### src/rtl/puf_eval_ctrl.sv
// puf_eval_ctrl: arbiter-PUF evaluation sequencer with majority vote (optional PUF_STAB_EN adds resp_stable)
module puf_eval_ctrl #(
   parameter int CHAL_W     = 64,
   parameter int SETTLE_CYC = 8,
   parameter int VOTE_N     = 15,
   parameter int CNT_W      = 4
) (
   input  logic              clk,
   input  logic              rst_n,
   input  logic              start,
   input  logic [CHAL_W-1:0] challenge,
   output logic              busy,
   output logic [CHAL_W-1:0] puf_chal,
   output logic              puf_launch,
   input  logic              arb_q,
   output logic              resp_valid,
   input  logic              resp_ready,
   output logic              resp_bit,
`ifdef PUF_STAB_EN
   output logic              resp_stable,
`endif
   output logic [CNT_W-1:0]  ones_count
);
   typedef enum logic [2:0] {IDLE, LOAD, FIRE, SAMPLE, REARM, DONE} state_t;
   localparam logic [7:0]       PH_LAST = 8'(SETTLE_CYC - 1);
   localparam logic [CNT_W-1:0] VN      = CNT_W'(VOTE_N);
   localparam logic [CNT_W-1:0] HALF    = CNT_W'(VOTE_N / 2);
   state_t           state, state_nx;
   logic [7:0]       phase;
   logic [CNT_W-1:0] votes;
   logic             arb_m, arb_s;
   logic             phase_end;
   assign phase_end = (phase == PH_LAST);
   // two-flop synchronizer for the asynchronous arbiter output
   always_ff @(posedge clk or negedge rst_n)
      if (!rst_n) {arb_s, arb_m} <= 2'b00;
      else {arb_s, arb_m} <= {arb_m, arb_q};
   // state register
   always_ff @(posedge clk or negedge rst_n)
      if (!rst_n) state <= IDLE;
      else state <= state_nx;
   // next-state logic; each timed phase ends on the last phase-counter count
   always_comb begin
      state_nx = state;
      case (state)
         IDLE:    state_nx = start ? LOAD : IDLE;
         LOAD:    state_nx = phase_end ? FIRE : LOAD;
         FIRE:    state_nx = phase_end ? SAMPLE : FIRE;
         SAMPLE:  state_nx = REARM;
         REARM:   state_nx = phase_end ? ((votes == VN) ? DONE : FIRE) : REARM;
         DONE:    state_nx = resp_ready ? IDLE : DONE;
         default: state_nx = IDLE;
      endcase
   end
   // registered outputs derived from the next state so launch/valid/busy are glitch-free
   always_ff @(posedge clk or negedge rst_n)
      if (!rst_n) begin
         phase      <= '0;
         busy       <= 1'b0;
         puf_launch <= 1'b0;
         resp_valid <= 1'b0;
      end else begin
         phase      <= (state_nx == state) ? phase + 8'd1 : 8'd0;
         busy       <= (state_nx != IDLE);
         puf_launch <= (state_nx inside {FIRE, SAMPLE});
         resp_valid <= (state_nx == DONE);
      end
   // challenge capture, vote accumulation and result registers
   always_ff @(posedge clk or negedge rst_n)
      if (!rst_n) begin
         puf_chal    <= '0;
         votes       <= '0;
         ones_count  <= '0;
         resp_bit    <= 1'b0;
`ifdef PUF_STAB_EN
         resp_stable <= 1'b0;
`endif
      end else if (state == IDLE && start) begin
         puf_chal    <= challenge;
         votes       <= '0;
         ones_count  <= '0;
         resp_bit    <= 1'b0;
`ifdef PUF_STAB_EN
         resp_stable <= 1'b0;
`endif
      end else if (state == SAMPLE) begin
         votes      <= votes + CNT_W'(1);
         ones_count <= ones_count + CNT_W'(arb_s);
      end else if (state == REARM && state_nx == DONE) begin
         resp_bit    <= (ones_count > HALF);
`ifdef PUF_STAB_EN
         resp_stable <= (ones_count == '0) || (ones_count == VN);
`endif
      end
endmodule

### config.mk
export PLATFORM = sky130hd
export DESIGN_NAME = puf_eval_ctrl
export DESIGN_NICKNAME = d
export VERILOG_FILES = /design/src/rtl/puf_eval_ctrl.sv
export SDC_FILE = /design/constraint.sdc
export NUM_CORES = 1
export LEC_CHECK = 0
export BUFFER_PORTS_ARGS = -buffer_cell sky130_fd_sc_hd__buf_4
export CAP_MARGIN = 20
export CORE_UTILIZATION = 30
export CTS_BUF_LIST = sky130_fd_sc_hd__clkbuf_4 sky130_fd_sc_hd__clkbuf_8 sky130_fd_sc_hd__clkbuf_16
export CTS_CLUSTER_DIAMETER = 50
export DETAILED_ROUTE_END_ITERATION = 10
export SETUP_SLACK_MARGIN = 0.1
export SYNTH_ARGS = -nofsm -noshare
export SYNTH_HDL_FRONTEND = slang
export SYNTH_SLANG_ARGS = --single-unit
### constraint.sdc
create_clock -name clk -period 2.3 [get_ports clk]
set_clock_uncertainty 0.05 [all_clocks]
set_input_delay 0.115 -clock clk [delete_from_list [all_inputs] [get_ports clk]]
set_output_delay 0.115 -clock clk [all_outputs]
set_load 0.01 [all_outputs]
* Word-level counts from Yosys, hierarchy flattened
Cells that the tools add are included.
Storage, ports and cells: output and inout bits 72, latch bits 0, ROM bits 0, input port bits 69, bits in writable memories 0, logic and storage cells 50, register bits after elaboration 89, memories 0
Operators by class: $lt $le $gt $ge 1, mux-type cells 15, bitwise logic cells 0, eq/ne operators 12, $add $sub $neg 3, div/mod/pow operators 0, multiply operators 0, shift-type cells 0, reductions and logical operators 8
Operator list (count):
- 3-bit one-hot mux with 6 select lines | 1
- 4-bit two-way mux | 4
- 3-bit by 2-bit == test with 1-bit output (second input constant) | 4
- 3-bit == test (second input constant) | 3
- 3-bit two-way mux | 3
- 8-bit by 1-bit adder with 8-bit output (second input constant) | 1
- 8-bit by 3-bit == test with 1-bit output (second input constant) | 1
- 8-bit two-way mux | 1
- 2-bit nonzero test | 3
- 1-bit two-way mux | 5
- 4-bit by 1-bit adder with 4-bit output | 1
- 4-bit by 1-bit adder with 4-bit output (second input constant) | 1
- 4-bit == test (second input constant) | 1
- 4-bit by 3-bit greater-than comparator with 1-bit output (second input constant) | 1
- 3-bit by 1-bit == test with 1-bit output (second input constant) | 1
- 3-bit == test | 1
- 3-bit logical NOT | 1
- 3-bit nonzero test | 1
- 1-bit logical AND | 2
- 2-bit two-way mux | 1
- 2-bit != test (second input constant) | 1
- 2-bit AND reduction | 1

* Logic depth before layout (Yosys ltp)
depth in word-level cells 9, mapped depth 6, mapped depth without buffers 5

* Least setup slack after synthesis
OpenSTA, ideal clock, no wires.
path type register to register, from reg phase[5], to reg phase[2], setup slack 547 ps, arrival 1576 ps, clock period less this slack 1753 ps, path buffers 1, library setup time 127 ps, stages on the path, launching flop included 6, required time 2123 ps, cell sequence dfrtp_1 > or4_4 > or2_0 > buf_4 > a31oi_4 > nor2_1
On the way: cells in the longest elaborated chain, start to end 5, elaborated cells between the ends (all ways) 7, those cells by class eq/ne (2); mux (5)
RTL lines:
- start, declared | line 29 | logic [7:0] phase;
- start signal, assigned | line 63 | phase <= (state_nx == state) ? phase + 8'd1 : 8'd0;
- 8-bit by 3-bit == test with 1-bit output (*) | line 33 | assign phase_end = (phase == PH_LAST);
- 3-bit two-way mux (tied with other cells) | line 50 | REARM: state_nx = phase_end ? ((votes == VN) ? DONE : FIRE) : REARM;
- 3-bit one-hot mux with 6 select lines (*) | line 45 | case (state)
- 3-bit == test (*) | line 63
- 8-bit two-way mux (*) | line 63
Every way passes the cells marked *; elsewhere a longest branch is shown, timed or not. A chain may end at the register's enable or synchronous reset.

* Worst setup path in the final report
from reg phase[5], to reg phase[1]
The elaborated chain is that of the path after synthesis.

==> impl_metrics.yaml <==
sta:
  setup_tns_ns: 0
  period_share: 0.8558
  setup_viol: 0
  grt_setup_unrepaired: "false"
  hold_viol: 0
  period_minus_slack_ns: 1.968
  fin_ws_ns: 0.3316
  drv_slew: 0
  fmax_mhz: 508.0
  worst_pin_slew_ns: 0.5445
  max-slew-margin-rel: 0.6370
global_route:
  grt_max_degree: 50
  gr-usage-all-layers: 0.1434
  grt_overflow: 0
  first_global_vias: 2946
  grt_pass1_wl_um: 14190
  antenna_found_initial: 0
route:
  drc: 10
  wire_per_inst_um: 13.68
  final_antenna_net_count: 0
  num_vias: 2705
  avgViaCountPerCell: 4.478
  drtIter0Drc: 77
  drt_pass1_iterations: 6
  wl_um: 8263
logic_synthesis:
  synthFlopType: "dfrtp_1"
  syn_nets: 322
  seq_area_frac_synth: 0.6187
  ys_async_sr_fraction: 1.000
  synth_common_cells: "dfrtp_1, mux2_2, nor2_1"
  yosys_register_bits: 89
  synth-edff-count: 0
  yosysUniqueCellTypes: 36
  ys_top_cells_by_area: "dfrtp_1, mux2_2, xor2_1"
  synth_top_area_frac: 0.6187
  synth_most_common_cell: "dfrtp_1"
  syn_inst: 249
  avgSynthCellArea_um2: 14.46
  yosysTopAreaCell: "dfrtp_1"
  synth.cell_area_mm2: 0.003600
  yosysWarningCount: 0
cells_and_area:
  fin_util: 0.4997
  drive_above_1_share: 0.4989
  final_nets: 529
  diodes: 0
  area_growth_pct: 60.55
  final_cells: 604
setup_path:
  cp.required_ns: 2.45
  crit_buf_inv: 0
  cp_slowest_stage_delay_ns: 0.55
  slowest_stage: "or4_4"
  worstPathCellList: "or4_4, or2_0, a31oi_4, nor2b_1"
  start_kind: "flip-flop"
  crit_arrival_ns: 2.12
  endpoint_kind: "flip-flop"
  crit_family: "simple AND/OR/NAND/NOR gates"
  cp_max_fo: 8
  worstSetupPathType: "reg -> reg"
die:
  start_util: 0.3113
  dieArea_mm2: 0.01244
  die_width_um: 111.5
  coreArea_mm2: 0.01156
  io_pins: 141
  fp-row-count: 39
  die_h_um: 111.5
min_path:
  hold_path.class: "in -> reg"
outcome:
  violations: "design-rule violations"
  status: "complete, but fails checks"
clocking:
  worstSkewPairLatency_ns: 0.33
  clkSinkCount: 89
  clk_pin_slew_worst_paths_ns: 0.06
  root_buffer: "clkbuf_16"
  cts_tree: "done"
  numCtsBuffers: 9
  htree_levels: 3
  cts_setup_buffers: 0
  clock_path_buffers: 2
placed_design:
  port_buffers: 140
  preCtsSetupSlack_ns: 0.3273
  gp_congestion: 0.7235
  post-place-cells: 522
  place_hpwl_um: 5357
power:
  p_leak_uw: 0.002684
  p_per_area_mw_per_mm2: 1197
  max-vdd-ir-drop_uv: 485.0
run:
  max_cap_viol_count: 0
cell type report:
cell class	count	area, um^2
fill	1009	5786
sequential	89	2227
timing repair buffer	209	1772
multi-input combinational	147	1305
clock buffer	10	239.0
tap	143	178.9
clock inverter	6	57.56
routing by layer:
layer	GRT usage	wire [um]	up-vias
li1	-	-	1297
met1	0.1685	3553	1310
met2	0.2433	4049	82
met3	0.03702	449	16
met4	0.07207	210	0
met5	0	0	-
power by group:
part / switching [uW] / internal, uW
sequential: 441 / 2240
clock: 595 / 864
combinational: 1120 / 1660
sequential cells by signal, indices dropped and copies added, names as in the netlist, 3 cells and up:
register    flops
ones_count      4
phase           8
puf_chal       64
state           3
votes           4
worst paths after layout:
kind                       slack, ns       start            to  cells after the start
max                             0.33    phase[5]      phase[1]                      4
min                             0.10  resp_ready      state[2]                      4
max reg2reg                     0.33    phase[5]      phase[1]                      4
min reg2reg                     0.30       arb_m         arb_s                      0
max in group asynchronous       1.29       rst_n  puf_chal[15]                      3
min in group asynchronous       0.27       rst_n   puf_chal[4]                      2
cell families after synthesis:
kind of cell | synth area share
flops | 0.6187
compound gates | 0.04171
mux | 0.2061
fa+ha+maj | 0.01390
buf+inv | 0.01877
xor+xnor | 0.02433
simple gates | 0.07647
what timing repair did:
action,in CTS,in global routing
endpoints found under the hold margin,105,0
hold buffers,66,0
resized for setup,0,0
setup endpoints to repair,0,0
worst reg2reg max path, stage by stage (launching register included):
cell	delay, ns
dfrtp_1	0.41
or4_4	0.55
or2_0	0.41
a31oi_4	0.33
nor2b_1	0.09
placed cells by master (no fill, tap or decap), types with 5 or more instances in the layout:
| cell | instances |
|---|---|
| a21oi_1 | 6 |
| xor2_1 | 9 |
| clkbuf_16 | 9 |
| nor2_1 | 16 |
| nand3_1 | 6 |
| nor2b_1 | 5 |
| dlygate4sd3_1 | 66 |
| buf_4 | 140 |
| mux2_2 | 65 |
| dfrtp_1 | 89 |
through the flow:
step	hold slack [ns]	total power [uW]	instance area [um^2]
final	0.1043	6920	5779
after global routing	0.1104	7358	5779
after CTS	0.09063	6994	5779
after detailed placement	0.08677	5400	4822
after global placement	0.07899	5334	4822
after floorplan	-0.2306	4077	3600
No activity file was read; power rests on OpenSTA's default activity.
